File: config.mk
export PLATFORM = sky130hd
export DESIGN_NAME = seg_scan_ctrl
export DESIGN_NICKNAME = d
export VERILOG_FILES = /design/src/rtl/seg_scan_ctrl.sv
export SDC_FILE = /design/constraint.sdc
export NUM_CORES = 1
export LEC_CHECK = 0
export CORE_MARGIN = 4
export CORE_UTILIZATION = 60
export CTS_CLUSTER_DIAMETER = 50
export DETAILED_ROUTE_END_ITERATION = 12
export GPL_TIMING_DRIVEN = 0
export PLACE_DENSITY = 0.91
export SLEW_MARGIN = 25
export SYNTH_ARGS = -nofsm -noshare
export SYNTH_HDL_FRONTEND = slang
export SYNTH_SLANG_ARGS = --single-unit
File: constraint.sdc
create_clock -name clk -period 6.1 [get_ports clk]
set_input_delay 0.61 -clock clk [delete_from_list [all_inputs] [get_ports clk]]
set_output_delay 0.61 -clock clk [all_outputs]
set_load 0.005 [all_outputs]
File: src/rtl/seg_scan_ctrl.sv
`default_nettype none
// ============================================================================
// Module   : seg_scan_ctrl
// Purpose  : 8-digit multiplexed 7-segment scanner with per-digit DRIVE/GAP timing.
//            Define SEG_LZ_BLANK_EN to blank leading zero digits.
// Revision : 1.0  initial release
// ============================================================================
module seg_scan_ctrl #(
  parameter int unsigned SCAN_DIV = 50000,
  parameter int unsigned GAP_CYC  = 8
) (
  input  logic       clk,
  input  logic       rst,
  input  logic       disp_on,
  input  logic       wr_en,
  input  logic [2:0] wr_addr,
  input  logic [4:0] wr_data,
  output logic [7:0] seg,
  output logic [7:0] en,
  output logic [2:0] digit_idx
);

  localparam logic [15:0] C_DIV_LAST = 16'(SCAN_DIV - 1);
  localparam logic [15:0] C_GAP_LAST = 16'(GAP_CYC - 1);

  typedef enum logic [1:0] {
    S_OFF   = 2'd0,
    S_DRIVE = 2'd1,
    S_GAP   = 2'd2
  } state_t;

  state_t      r_state, w_state_nxt;
  logic [15:0] r_cnt, w_cnt_nxt;
  logic [2:0]  r_idx, w_idx_nxt;
  logic [4:0]  r_digit [8];
  logic [4:0]  w_cur;
  logic        w_blank;

  function automatic logic [6:0] f_decode(input logic [3:0] v);
    case (v)
      4'h0: f_decode = 7'h40;
      4'h1: f_decode = 7'h79;
      4'h2: f_decode = 7'h24;
      4'h3: f_decode = 7'h30;
      4'h4: f_decode = 7'h19;
      4'h5: f_decode = 7'h12;
      4'h6: f_decode = 7'h02;
      4'h7: f_decode = 7'h78;
      4'h8: f_decode = 7'h00;
      4'h9: f_decode = 7'h10;
      4'hA: f_decode = 7'h08;
      4'hB: f_decode = 7'h03;
      4'hC: f_decode = 7'h46;
      4'hD: f_decode = 7'h21;
      4'hE: f_decode = 7'h06;
      default: f_decode = 7'h0E;
    endcase
  endfunction

  always_ff @(posedge clk or negedge rst) begin
    if (!rst) begin
      for (int i = 0; i < 8; i++) r_digit[i] <= 5'd0;
    end else if (wr_en) begin
      r_digit[wr_addr] <= wr_data;
    end
  end

  always_ff @(posedge clk or negedge rst) begin
    if (!rst) begin
      r_state <= S_OFF;
      r_cnt   <= 16'd0;
      r_idx   <= 3'd0;
    end else begin
      r_state <= w_state_nxt;
      r_cnt   <= w_cnt_nxt;
      r_idx   <= w_idx_nxt;
    end
  end

  assign w_cur = r_digit[r_idx];

`ifdef SEG_LZ_BLANK_EN
  // w_lz[i]: digit i and every digit above it are zero with dp off
  logic [7:0] w_lz;
  assign w_lz[7] = (r_digit[7] == 5'd0);
  assign w_lz[0] = 1'b0;
  for (genvar gi = 1; gi < 7; gi++) begin : g_lz
    assign w_lz[gi] = (r_digit[gi] == 5'd0) && w_lz[gi+1];
  end
  assign w_blank = w_lz[r_idx];
`else
  assign w_blank = 1'b0;
`endif

  always_comb begin
    w_state_nxt = r_state;
    w_cnt_nxt   = r_cnt;
    w_idx_nxt   = r_idx;
    en          = 8'hFF;
    seg         = 8'hFF;
    case (r_state)
      S_OFF: begin
        if (disp_on) begin
          w_state_nxt = S_DRIVE;
          w_cnt_nxt   = 16'd0;
        end
      end
      S_DRIVE: begin
        en = ~(8'h01 << r_idx);
        if (!w_blank) seg = {~w_cur[4], f_decode(w_cur[3:0])};
        if (!disp_on) begin
          w_state_nxt = S_OFF;
          w_cnt_nxt   = 16'd0;
        end else if (r_cnt == C_DIV_LAST) begin
          w_cnt_nxt = 16'd0;
          if (GAP_CYC == 0) begin
            w_idx_nxt = r_idx + 3'd1;
          end else begin
            w_state_nxt = S_GAP;
          end
        end else begin
          w_cnt_nxt = r_cnt + 16'd1;
        end
      end
      S_GAP: begin
        if (!disp_on) begin
          w_state_nxt = S_OFF;
          w_cnt_nxt   = 16'd0;
        end else if (r_cnt == C_GAP_LAST) begin
          w_state_nxt = S_DRIVE;
          w_cnt_nxt   = 16'd0;
          w_idx_nxt   = r_idx + 3'd1;
        end else begin
          w_cnt_nxt = r_cnt + 16'd1;
        end
      end
      default: begin
        w_state_nxt = S_OFF;
        w_cnt_nxt   = 16'd0;
      end
    endcase
  end

  assign digit_idx = r_idx;

endmodule
`default_nettype wire

==> results.txt <==
Yosys reg bits: 61
CTS tree: done
# IOs: 31
startpoint class of the critical path: register
most frequent cell after synthesis: dfrtp_1
Final HPWL DP: 5300 microns
top cells by count, synth: dfrtp_1, mux2_2, nand2_1
Final Cycle Share: 71.1%
crit-path max FO: 10
n_diodes: 0
first-pass GRT wire length: 13,100 microns
WL per Instance: 18.0 microns
Worst R2R End: r_cnt[15]
relative slew slack: 29.9%
mux share of post-synthesis cell area: 22.9%
vias per cell: 6.28
clock-pin slew on the worst setup and hold paths: 0.07 ns
Placer Congestion: 0.838
post-synthesis compound-gate area fraction: 7.31%
Least-Margin Pin Slew: 1.05 ns
Cell Area, Synth: 3460 sq um
vias in the first global route: 2,671
sequential fraction of the synthesis area: 44.2%
Routed WL: 7590 microns
DRT Pass-1 Iters: 5
Setup CP Type: reg -> out
largest family of logic cells by synthesized area: multiplexers
Worst Skew: 0.00466 ns
R2R depth: 8
Synthesis Warnings: 0
largest net degree at the start of global routing: 38
CTS root buffer: clkbuf_8
shortest period the worst path allows: 4.34 ns
Die X: 83.9 microns
CTS HTree Levels: 3
placed insts: 405
area leader, netlist: dfrtp_1
Main synth FF type: dfrtp_1
Rows: 27
flop2flop setup slack: 3.82 ns
Overflow after GRT: 0
initial drt markers: 248
initial antenna violation count: 0
fin cells: 421
leakage: 1.74 nW
unrepaired setup endpoints after global routing: no
clk buf depth: 2
design area: 4030 sq um
Max Fclk: 231 MHz
library cells used by synthesis: 44
Power Dens Cells: 289 nW/um^2
fin util: 72.8%
Vias: 2,642
Starting Density: 62.4%
Final WS setup: 1.76 ns
Core Region: 5540 sq um
area delta synth->final: 16.6%
Critical Path Start: digit_idx[2]
IO Port Bufs: 29
routed wl met3: 403 microns
worst path required time: 5.49 ns
dpl ws: 2.20 ns
top area cells in the synthesized netlist: dfrtp_1, mux2_2, ha_1, nand2_1, mux4_2
wl on met1: 3390 microns
global-route usage over all layers: 23.0%
setup TNS: 0 ns
Setup Fix Bufs, Post-CTS: 0
Synth Area in XOR/XNOR: 2.79%
hold crit path type: in -> async
Worst EP arrival: 3.73 ns
Synth Instances: 303
Worst R2R Start: r_state[0]
DRC viols: 0
setup violators final: 0
final hold violations: 0
status: finished clean
Peak VDD IR: 0.000159 V
Synth Area in Adders: 6.15%
cts repair resizes: 0
EDFF count, synth: 0
Max Used Layer: met4
Final ANT Viol Nets: 0
crit path capture type: output port
# clock sinks: 61
met2 WL: 3660 microns
Max Cap Viol: 0
Cell Area, Placed: 3850 sq um
Max Slew Vio Count: 0
Num CTS Buffers: 9
Async S/R FF share, synth: 100%
clock latency at the later pin of the worst-skew pair: 0.33 ns
Syn Nets: 332
Die Y: 83.9 microns
Total Nets Final: 373
share of layout cells above drive strength 1: 21.5%
simple-gate share of the synthesized area: 14.0%
die area: 7040 sq um
Post-CTS Hold Fix Bufs: 0
Avg Cell Area, Syn: 11.4 sq um
top cell type's share of synthesized area: 44.2%
routing by layer:
layer	GRT usage (%)	vias up
li1	-	1199
met1	30.7	1322
met2	37.9	99
met3	4.64	22
met4	7.02	0
met5	0	-
worst max-delay path by stage:
| stage | endpoint | slack [ns] |
|---|---|---|
| 4_1_cts | seg[3] | 1.82 |
| 6_report | seg[3] | 1.76 |
| 2_1_floorplan | seg[3] | 3.19 |
| 3_5_place_dp | seg[3] | 2.20 |
| 5_1_grt | seg[3] | 1.59 |
| 3_3_place_gp | seg[3] | 2.23 |
worst max-delay path, stage by stage, from the launching register on:
cell	delay, ns
dfrtp_1	0.55
clkbuf_1	0.48
mux4_1	0.38
mux2i_1	0.55
ha_1	0.38
a21oi_1	0.07
a311o_1	0.34
o311ai_1	0.10
clkdlybuf4s50_1	0.55
cell families after synthesis:
| family | Yosys count |
|---|---|
| flops | 61 |
| mux | 62 |
| xor+xnor | 11 |
| fa+ha+maj | 17 |
| compound gates | 38 |
| buf+inv | 20 |
| simple gates | 94 |
flip-flops by register name, indices dropped and copies added (netlist names):
name,flops
r_digit,40
r_cnt,16
digit_idx,3
r_state,2
final cells by class:
type / count / area [sq um]
Fill cell: 377 / 1510
Timing Repair Buffer: 30 / 308
Buffer: 12 / 63.8
Tap cell: 72 / 90.1
Sequential cell: 61 / 1530
Multi-Input combinational cell: 222 / 1840
Clock buffer: 12 / 155
Inverter: 8 / 30.0
Clock inverter: 4 / 22.5
layout by cell type (no fill, tap or decap), types with 5 or more instances in the layout:
cell	Yosys	layout
dfrtp_1	61	61
mux2_2	44	44
nand2_1	32	32
clkdlybuf4s50_1	0	28
ha_1	17	17
nand3_1	16	16
a21oi_1	14	14
clkbuf_8	0	11
mux2i_1	9	9
nor2_1	9	9
xor2_1	8	8
inv_1	7	7
clkbuf_1	6	7
nor3_1	7	7
nor2b_1	6	6
nand4_1	6	6
mux4_2	5	5
o21ai_0	5	5
through the flow:
stage          power [mW]  hold slack (ns)
6_report             1.17            0.173
5_1_grt              1.23            0.201
4_1_cts              1.17            0.181
3_5_place_dp        0.848            0.487
3_3_place_gp        0.825            0.479
2_1_floorplan       0.718            0.314
power breakdown:
part | total [mW] | switching (mW) | internal [mW]
Combinational | 0.338 | 0.157 | 0.180
Clock | 0.322 | 0.154 | 0.168
Sequential | 0.507 | 0.0375 | 0.470
Total | 1.17 | 0.349 | 0.818
(Power assumes the default switching activity.)
==> patch (same flow settings) <==
Reset style: synchronous (`rst`), changed in 2 clocked blocks.
--- a/src/rtl/seg_scan_ctrl.sv
+++ b/src/rtl/seg_scan_ctrl.sv
@@ -58,5 +58,5 @@
   endfunction
 
-  always_ff @(posedge clk or negedge rst) begin
+  always_ff @(posedge clk) begin
     if (!rst) begin
       for (int i = 0; i < 8; i++) r_digit[i] <= 5'd0;
@@ -66,5 +66,5 @@
   end
 
-  always_ff @(posedge clk or negedge rst) begin
+  always_ff @(posedge clk) begin
     if (!rst) begin
       r_state <= S_OFF;
Behaviour: differs if rst is asserted again (counterexample within 4 cycles, from zero or initial values and one cycle with rst low); with rst held inactive, the same outputs for 10 cycles.
==> patch against the original RTL <==
Cell area increased by 1.2%. Clock skew increased by 0.0026 ns. Sequential cell count increased by 3. Routed wire length increased by 0.17%. Area after synthesis increased by 0.98%. Worst setup slack improved by 0.32 ns. Via count decreased by 1.1%. Power decreased by 8.9%. Critical path type unchanged. Largest cell class unchanged. Highest routed layer unchanged.
==> patch: results (changes against the original RTL) <==
vias in the first global route=2,526 (-5.4%); Post-synth EDFFs=40 (+40); LEAKAGE=1.48 nW (-15%); placer congestion estimate=0.903 (+7.8%); CTS root buf=clkbuf_8; CTS clk-pin slew, worst paths=0.07 ns (about the same); top cells by instance count after synthesis=and2_1, edfxtp_1, nand2_1, dfxtp_1, nor2_1; global-route wire length before repair=12,600 microns (-3.3%); DR WL/cell=17.5 microns (-3.1%); met3 wire len=516 microns (+28%); switching share of power=25.5% (-4.5 points); Pint=0.792 mW (-3.1%); ant diodes=0 (unchanged); Final Cell Area=4080 sq um (+1.2%); Biggest register=r_digit; Yosys warning total=0 (unchanged); sequential area share after synthesis=48.2% (+4.0 points); Syn Nets=347 (+4.5%); IR Drop Worst-Case VDD=0.181 mV (+14%); number of CTS-inserted buffers=9 (unchanged); fraction of layout cells with a size suffix above 1=9.37% (-12 points); type of the most critical hold path=reg2reg; total track usage=23.0% (-0.025 points); antenna violations before repair=0 (unchanged); Place WS=2.44 ns (+0.242 ns); largest net degree at the start of global routing=12 (-68%); post-synthesis cell type count=45 (+2.3%); largest cells by area after synthesis=edfxtp_1, dfxtp_1, and2_1; met3 Use GR=6.18% (+1.5 points); DP Wirelength=5600 microns (+5.8%); Slew @ Worst Pin=0.928 ns (-0.121 ns); max layer used=met4; clock buffer depth=2 (unchanged); max reg flops=40 (unchanged); Post-DP Area=3870 sq um (+0.42%); Port Buffers=29 (unchanged); clock power share=36.3% (+8.7 points); Vias=2,614 (-1.1%); post-CTS sizing=0 (unchanged); drt pass-1 iters=5 (unchanged); Layout Nets=387 (+3.8%); status=finished, final reports clean; wl on met1=3230 microns (-4.5%); met2 usage=36.5% (-1.4 points); total routed wirelength=7610 microns (+0.17%); Flop pwr share=46.3% (+2.8 points); Setup Fix Bufs, Post-CTS=0 (unchanged); placed cell count=419 (+3.5%); Async SR Flop Fraction=0% (-100 points); DRT iter0 DRCs=285 (+15%); met1 Usage GRT=29.4% (-1.3 points); CTS tree=built; wire length on met2=3630 microns (-0.60%); crit-path max FO=10 (unchanged); latest clock arrival within the worst-skew pair=0.34 ns; Mapped Cells=318 (+5.0%); CP Data Arrival Time=3.40 ns (-0.33 ns); Final Skew=0.00725 ns (+0.00259 ns)
patch: cell count changes in the layout (fill, tap and decap cells not counted), moves of 5 or more:
cell      before  now
nand2_1       32   26
mux2_2        44    3
dfrtp_1       61    0
nor2_1         9   19
a31oi_1        1   13
nand3b_1       0    5
dfxtp_1        0   24
nand3_1       16   11
and2_1         2   43
edfxtp_1       0   40
a21oi_1       14    1
patch: kinds of logic (layout without fill, tap and decap cells):
family	Yosys count	after routing	share of synthesized area, %
adder cells (fa/ha/maj)	17	17	6.09
buffers and inverters	21	66	2.69
flip-flops	64	64	48.2
multiplexers	24	24	10.7
XOR/XNOR	9	9	2.26
AO/OA/AOI/OAI	40	40	7.67
AND/OR/NAND/NOR	143	143	22.4
patch: final cells by class:
class	instances	area [sq um]
Clock inverter	7	86.3
Sequential cell	64	1680
Buffer	11	56.3
Inverter	10	37.5
Fill cell	359	1490
Tap cell	72	90.1
Clock buffer	9	124
Multi-Input combinational cell	233	1720
Timing Repair Buffer	29	290
patch: critical path: stages, from the launching register on:
cell             delay, ns
dfxtp_1               0.38
buf_2                 0.30
mux4_2                0.59
mux2i_4               0.29
inv_1                 0.11
ha_1                  0.26
or2_2                 0.33
a311o_1               0.35
clkdlybuf4s50_1       0.44
patch: path summary, 6_finish.rpt:
check / from / to / slack (ns) / cells past startpoint
min: r_state[1]$_SDFFE_PN0P_ / r_state[1]$_SDFFE_PN0P_ / 0.51 / 2
max reg2reg: r_cnt[0]$_SDFFE_PN0P_ / r_cnt[2]$_SDFFE_PN0P_ / 3.89 / 7
max: flip-flop / seg[4] / 2.09 / 8
min reg2reg: r_state[1]$_SDFFE_PN0P_ / r_state[1]$_SDFFE_PN0P_ / 0.51 / 2
